**src/rtl/skor_tablosu_pkg.sv**
```systemverilog
// Shared definitions for the score board: state encoding, player indices
// and the width of the per-round point value.
package skor_tablosu_pkg;

  localparam int PUAN_W = 5;

  typedef logic [1:0] durum_t;
  typedef logic [1:0] oyuncu_t;

  localparam logic [1:0] BOSTA = 2'd0;
  localparam logic [1:0] OYUN  = 2'd1;
  localparam logic [1:0] HESAP = 2'd2;
  localparam logic [1:0] BITTI = 2'd3;

  localparam oyuncu_t YOK = 2'd0;
  localparam oyuncu_t P1  = 2'd1;
  localparam oyuncu_t P2  = 2'd2;
  localparam oyuncu_t P3  = 2'd3;

endpackage

```
**src/rtl/skor_tablosu_if.sv**
```systemverilog
// Round-result handshake between the upstream match stage and the score board.
interface skor_tablosu_if;
  import skor_tablosu_pkg::*;

  logic              basla;
  logic              tur_gecerli;
  logic [1:0]        kazanan;
  logic [PUAN_W-1:0] toplam_puan;
  logic              hazir;

  modport master (
    output basla, tur_gecerli, kazanan, toplam_puan,
    input  hazir
  );

  modport slave (
    input  basla, tur_gecerli, kazanan, toplam_puan,
    output hazir
  );
endinterface

```
**src/rtl/skor_tablosu_doygun_topla.sv**
```systemverilog
// Per-player score register with a saturating add of the round's points.
module doygun_topla
  import skor_tablosu_pkg::*;
#(
  parameter int SKOR_W = 8
) (
  input  logic              clk,
  input  logic              rst,
  input  logic              temizle,
  input  logic              ekle,
  input  logic [PUAN_W-1:0] puan,
  output logic [SKOR_W-1:0] skor
);

  // One extra bit keeps the carry so overflow can be detected.
  localparam int TOP_W = ((SKOR_W > PUAN_W) ? SKOR_W : PUAN_W) + 1;

  logic [SKOR_W-1:0] skor_q, skor_d;
  logic [SKOR_W-1:0] tavan;
  logic [TOP_W-1:0]  toplam;

  always_comb begin
    tavan  = '1;
    toplam = TOP_W'(skor_q) + TOP_W'(puan);
    skor_d = skor_q;
    if (temizle) begin
      skor_d = '0;
    end else if (ekle) begin
      skor_d = (toplam > TOP_W'(tavan)) ? tavan : toplam[SKOR_W-1:0];
    end
  end

  always_ff @(posedge clk) begin
    if (rst) begin
      skor_q <= '0;
    end else begin
      skor_q <= skor_d;
    end
  end

  assign skor = skor_q;

endmodule

```
**src/rtl/skor_tablosu.sv**
```systemverilog
// Game score board: accumulates round winners' points for three players and
// names the champion once TUR_SAYISI rounds have been accepted.
module skor_tablosu
  import skor_tablosu_pkg::*;
#(
  parameter int TUR_SAYISI = 8,
  parameter int SKOR_W     = 8
) (
  input  logic              clk,
  input  logic              rst,
  skor_tablosu_if.slave     bus,
  output logic [SKOR_W-1:0] skor1,
  output logic [SKOR_W-1:0] skor2,
  output logic [SKOR_W-1:0] skor3,
  output logic [3:0]        tur,
  output logic [1:0]        sampiyon,
  output logic              oyun_bitti
);

  durum_t     durum_q, durum_d;
  logic [3:0] tur_q, tur_d;
  oyuncu_t    sampiyon_q, sampiyon_d;
  logic       kabul;
  logic       son_tur;

  // A start request wins over a coincident round, which is dropped.
  assign kabul   = (durum_q == OYUN) && bus.tur_gecerli && !bus.basla;
  assign son_tur = (tur_q + 4'd1) == 4'(TUR_SAYISI);

  doygun_topla #(.SKOR_W(SKOR_W)) u_topla1 (
    .clk(clk), .rst(rst), .temizle(bus.basla),
    .ekle(kabul && (bus.kazanan == P1)),
    .puan(bus.toplam_puan), .skor(skor1)
  );

  doygun_topla #(.SKOR_W(SKOR_W)) u_topla2 (
    .clk(clk), .rst(rst), .temizle(bus.basla),
    .ekle(kabul && (bus.kazanan == P2)),
    .puan(bus.toplam_puan), .skor(skor2)
  );

  doygun_topla #(.SKOR_W(SKOR_W)) u_topla3 (
    .clk(clk), .rst(rst), .temizle(bus.basla),
    .ekle(kabul && (bus.kazanan == P3)),
    .puan(bus.toplam_puan), .skor(skor3)
  );

  always_comb begin
    durum_d    = durum_q;
    tur_d      = tur_q;
    sampiyon_d = sampiyon_q;
    if (bus.basla) begin
      durum_d    = OYUN;
      tur_d      = 4'd0;
      sampiyon_d = YOK;
    end else begin
      case (durum_q)
        OYUN: begin
          if (kabul) begin
            tur_d = tur_q + 4'd1;
            if (son_tur) durum_d = HESAP;
          end
        end
        HESAP: begin
          // Only a strictly highest score names a champion; any tie gives YOK.
          if ((skor1 > skor2) && (skor1 > skor3)) sampiyon_d = P1;
          else if ((skor2 > skor1) && (skor2 > skor3)) sampiyon_d = P2;
          else if ((skor3 > skor1) && (skor3 > skor2)) sampiyon_d = P3;
          else sampiyon_d = YOK;
          durum_d = BITTI;
        end
        default: ;
      endcase
    end
  end

  always_ff @(posedge clk) begin
    if (rst) begin
      durum_q    <= BOSTA;
      tur_q      <= 4'd0;
      sampiyon_q <= YOK;
    end else begin
      durum_q    <= durum_d;
      tur_q      <= tur_d;
      sampiyon_q <= sampiyon_d;
    end
  end

  assign bus.hazir  = (durum_q == OYUN);
  assign oyun_bitti = (durum_q == BITTI);
  assign tur        = tur_q;
  assign sampiyon   = sampiyon_q;

endmodule

```
**src/flat_wrapper.sv**
```systemverilog
// flat-port wrapper written by rule: the top's interface ports become plain ports
module skor_tablosu_flat import skor_tablosu_pkg::*;
#(
  parameter int TUR_SAYISI = 8,
  parameter int SKOR_W     = 8
)
  (clk, rst, skor1, skor2, skor3, tur, sampiyon, oyun_bitti, bus_basla, bus_tur_gecerli, bus_kazanan, bus_toplam_puan, bus_hazir);
  skor_tablosu_if bus_i ();
  input  logic clk;
  input  logic rst;
  output logic [SKOR_W-1:0] skor1;
  output logic [SKOR_W-1:0] skor2;
  output logic [SKOR_W-1:0] skor3;
  output logic [3:0] tur;
  output logic [1:0] sampiyon;
  output logic oyun_bitti;
  input wire logic [$bits(bus_i.basla)-1:0] bus_basla;
  input wire logic [$bits(bus_i.tur_gecerli)-1:0] bus_tur_gecerli;
  input wire logic [$bits(bus_i.kazanan)-1:0] bus_kazanan;
  input wire logic [$bits(bus_i.toplam_puan)-1:0] bus_toplam_puan;
  output wire logic [$bits(bus_i.hazir)-1:0] bus_hazir;
  assign bus_i.basla = bus_basla;
  assign bus_i.tur_gecerli = bus_tur_gecerli;
  assign bus_i.kazanan = bus_kazanan;
  assign bus_i.toplam_puan = bus_toplam_puan;
  assign bus_hazir = bus_i.hazir;
  skor_tablosu #(.TUR_SAYISI(TUR_SAYISI), .SKOR_W(SKOR_W)) u_core (.clk(clk), .rst(rst), .bus(bus_i), .skor1(skor1), .skor2(skor2), .skor3(skor3), .tur(tur), .sampiyon(sampiyon), .oyun_bitti(oyun_bitti));
endmodule
```
**config.mk**
```make
export PLATFORM = sky130hd
export DESIGN_NAME = skor_tablosu_flat
export DESIGN_NICKNAME = d
export VERILOG_FILES = /design/src/rtl/skor_tablosu_pkg.sv /design/src/rtl/skor_tablosu_if.sv /design/src/rtl/skor_tablosu_doygun_topla.sv /design/src/rtl/skor_tablosu.sv /design/src/flat_wrapper.sv
export SDC_FILE = /design/constraint.sdc
export NUM_CORES = 1
export LEC_CHECK = 0
export BUFFER_PORTS_ARGS = -buffer_cell sky130_fd_sc_hd__buf_2
export CAP_MARGIN = 5
export CORE_MARGIN = 2
export CORE_UTILIZATION = 51
export CTS_CLUSTER_DIAMETER = 30
export CTS_CLUSTER_SIZE = 20
export DETAILED_ROUTE_END_ITERATION = 7
export GPL_TIMING_DRIVEN = 0
export PLACE_DENSITY = 0.75
export SLEW_MARGIN = 20
export SYNTH_ARGS = -nofsm -noshare
export SYNTH_HDL_FRONTEND = slang
export SYNTH_HIERARCHICAL = 1
export SYNTH_SLANG_ARGS = --single-unit
```
**constraint.sdc**
```tcl
create_clock -name clk -period 2.6 [get_ports clk]
set_clock_uncertainty 0.1 [all_clocks]
set_input_delay 0.26 -clock clk [delete_from_list [all_inputs] [get_ports clk]]
set_output_delay 0.26 -clock clk [all_outputs]
set_load 0.02 [all_outputs]
```
==> metrics.md <==
| Metric | Value |
|---|---|
| Max Freq | 420 MHz |
| Worst-Skew Late Latency | 0.28 ns |
| H-tree depth | 2 |
| Slew at the pin closest to its max-slew limit | around 0.53 ns |
| Max Cap Viol | 0 |
| Leak pwr | 1.41 nW |
| Hold_buf cts | 0 |
| Finished Cell Area | 2940 µm² |
| PortBufs | between 40 and 50 |
| Total Die Area | 5540 µm² |
| Core Util, Final | 0.618 |
| Synth Instances | 273 |
| Via count | 2225 |
| GPL Wtd Cong | 0.869 |
| Cell row count | 25 |
| Cell Area, Synth | around 2500 µm² |
| Detailed Routing Iterations Pass 1 | 4 |
| Critical path origin | u_core/durum_q[0]$_SDFFE_PP0P_ |
| CTS Buffer Depth | 2 |
| Yosys reg bits | 32 |
| Total grt overflow | 0 |
| CTS sink cnt | 32 |
| Final-report max-slew violation count | 0 |
| Drt total wl | 5.90 mm |
| IO Count | 43 |
| Starting Density | 0.532 |
| CP Capture Type | register |
| Status | completed |
| Yosys synthesis warning count | 6 |
| Clk root buf | clkbuf_8 |
| Number of inserted diodes | 0 |
| DP Wirelength | 4.60 mm |
| DRC viols | 0 |
| R2R Setup Slk | 0.22 ns |
| Post-synthesis sequential area ratio | 0.253 |
| Drt initial violations | 126 |
| Chip height | 74.4 µm |
| WL/cell | 15.1 µm |
| Synth-to-layout area growth | 16.2% |
| Worst VDD drop | 0.255 mV |
| CTS tree | done |
| Post-synthesis cell type count | 41 |
| DP Area | 2830 µm² |
| Min-delay src | rst |
| Initial antenna violation count | 0 |
| Core ar. | between 4000 and 5000 µm² |
| Post-CTS sizing | 1 |
| Startpoint types | register |
| Tcrit/Tclk final | 0.917 |
| CP arrival | 2.46 ns |
| Crit Path Max Fanout | 8 |
| Share of layout cells above drive strength 1 | 0.263 |
| Worst-path clk slew | roughly 0.070 ns |
| Register area | 641 µm² |
| Number of CTS-inserted buffers | 5 |
| GRT Util Overall | 0.232 |
| Syn nets | 330 |
| Worst hold path cell count | 2 |
| Reg2Reg Depth | 8 |
| Postcts setup bufs | 0 |
| DP Cell Count | around 380 |
| Final std cells w/o fill | 390 |
| Fill cells | between 400 and 500 |
| Power density over the cells | 344 nW/µm² |
| Reg2Reg Capture Point | u_core/u_topla1/skor[6]$_SDFFE_PP0P_ |
| Final ANT Viol Nets | 0 |
| Die Span X | 74.4 µm |
| First-pass GRT wire length | slightly below 10 mm |
| Required @ worst endpoint | 2.68 ns |
| Hold Path End | u_core/durum_q[0]$_SDFFE_PP0P_ |
| Final hold vios | 0 |
| Area of the multi-input gates | 1820 µm² |
| RSZ-0062 raised after global routing | no |
| Min cycle time layout | 2.38 ns |
| Hold Path Class | primary input to register |
| Mean Syn Cell Area | 9.26 µm² |
| Min Hold Slack | ~0.18 ns |
| Worst R2R Start | u_core/durum_q[0]$_SDFFE_PP0P_ |
| Number of global-route vias before repair | approximately 2100 |
| Setup CP Type | register to register |
| Routed vias/inst | ~5.7 |
| # setup viols final | 0 |
| Worst relative slew slack | 0.647 |
| TNS Setup | 0 ns |
| Largest net degree at the start of global routing | 13 |
| Final nets | 379 |
-- how the worst max path moves through the flow --
stage,to
after floorplan,u_core/u_topla1/skor[6]$_SDFFE_PP0P_
after global placement,u_core/u_topla1/skor[6]$_SDFFE_PP0P_
after detailed placement,u_core/u_topla1/skor[6]$_SDFFE_PP0P_
after CTS,u_core/u_topla2/skor[6]$_SDFFE_PP0P_
after global routing,u_core/u_topla1/skor[6]$_SDFFE_PP0P_
final,u_core/u_topla1/skor[6]$_SDFFE_PP0P_
-- cell usage after synthesis, drive strengths merged --
| library cell | instances | share of area |
|---|---|---|
| a2111oi | 3 | 0.018 |
| a211o | 4 | 0.014 |
| a211oi | 1 | 0.0030 |
| a21boi | 1 | 0.0045 |
| a21o | 2 | 0.0059 |
| a21oi | 21 | 0.047 |
| a221oi | 1 | 0.0035 |
| and3 | 1 | 0.0025 |
| dfxtp | 32 | 0.25 |
| fa | 3 | 0.024 |
| ha | 43 | 0.21 |
| inv | 24 | 0.036 |
| nand2 | 15 | 0.022 |
| nand3 | 4 | 0.0079 |
| nand4 | 11 | 0.027 |
| nor2 | 19 | 0.029 |
| nor2b | 6 | 0.016 |
| nor3 | 5 | 0.0099 |
| nor3b | 3 | 0.0089 |
| nor4 | 1 | 0.0049 |
| nor4b | 1 | 0.0035 |
| o211a | 7 | 0.028 |
| o211ai | 6 | 0.018 |
| o21a | 6 | 0.019 |
| o21ai | 11 | 0.025 |
| o21bai | 3 | 0.0089 |
| o221a | 17 | 0.076 |
| o22ai | 1 | 0.0025 |
| o31ai | 1 | 0.0030 |
| or2 | 4 | 0.0099 |
| or4b | 3 | 0.012 |
| xnor2 | 4 | 0.014 |
| xor2 | 9 | 0.031 |
-- worst max-delay path, cell delays in order, from the launching register on --
cell and delay (ns):
dfxtp_1 0.39, ha_1 0.24, nand2_1 0.18, nor2_2 0.24
nand2_1 0.12, nor2_4 0.23, nand2_1 0.15, or4b_1 0.49
o211a_1 0.14
-- layout by cell type (no fill, tap or decap), types with 2 or more instances in the layout --
cell type / instances
a2111oi_2: 3
a211o_1: 4
a21o_1: 2
a21oi_1: 17
a21oi_2: 4
buf_2: 42
clkbuf_8: 6
clkinv_2: 2
dfxtp_1: 32
fa_1: 3
ha_1: 43
inv_1: 24
nand2_1: 15
nand3_1: 4
nand4_1: 11
nor2_1: 17
nor2b_1: 5
nor3_1: 5
nor3b_1: 3
o211a_1: 7
o211ai_1: 6
o21a_1: 3
o21a_2: 3
o21ai_0: 8
o21ai_2: 2
o21bai_1: 3
o221a_1: 2
o221a_2: 15
or2_1: 3
or4b_1: 3
xnor2_1: 4
xor2_1: 9
-- sequential cells by signal (all words and copies together), names as in the netlist --
name and count:
u_core/durum_q 2, u_core/sampiyon 2, u_core/tur 4, u_core/u_topla1/skor 8, u_core/u_topla2/skor 8, u_core/u_topla3/skor 8
-- layer usage --
| metal | global-route usage | routed length, µm | vias to the layer above |
|---|---|---|---|
| met4 | 0.0714 | 75 | 0 |
| met2 | 0.371 | 2640 | 64 |
| met1 | 0.317 | 2840 | 1018 |
| li1 | - | - | 1135 |
| met3 | 0.0447 | 341 | 8 |
| met5 | 0 | 0 | - |
-- per-stage QoR --
step	worst slack (ns)	total power, mW
2_1_floorplan	0.238	0.583
3_5_place_dp	-0.0473	0.623
4_1_cts	0.00817	1.02
3_3_place_gp	0.000292	0.619
5_1_grt	0.0244	1.06
6_report	0.216	1.01
-- cells by family (layout without fill, tap and decap cells) --
kind of cell    after synthesis  count (layout)  share of synthesized area
compound gates               85              85                      0.276
xor+xnor                     13              13                     0.0450
fa+ha+maj                    46              46                      0.237
buf+inv                      24              74                     0.0356
flops                        32              32                      0.253
simple gates                 73              73                      0.154
-- final cells by class --
type | instances | share of cell area
Clock inverter | 2 | 0.00341
Timing Repair Buffer | 42 | 0.0715
Inverter | 24 | 0.0307
Tap cell | 67 | 0.0285
Multi-Input combinational cell | 217 | 0.620
Sequential cell | 32 | 0.218
Clock buffer | 6 | 0.0281
-- report_power, final --
part | internal [mW] | switching (mW)
clock | 0.211 | 0.186
combinational | 0.0432 | 0.0705
sequential | 0.495 | 0.00567
No activity file was read; power rests on OpenSTA's default activity.
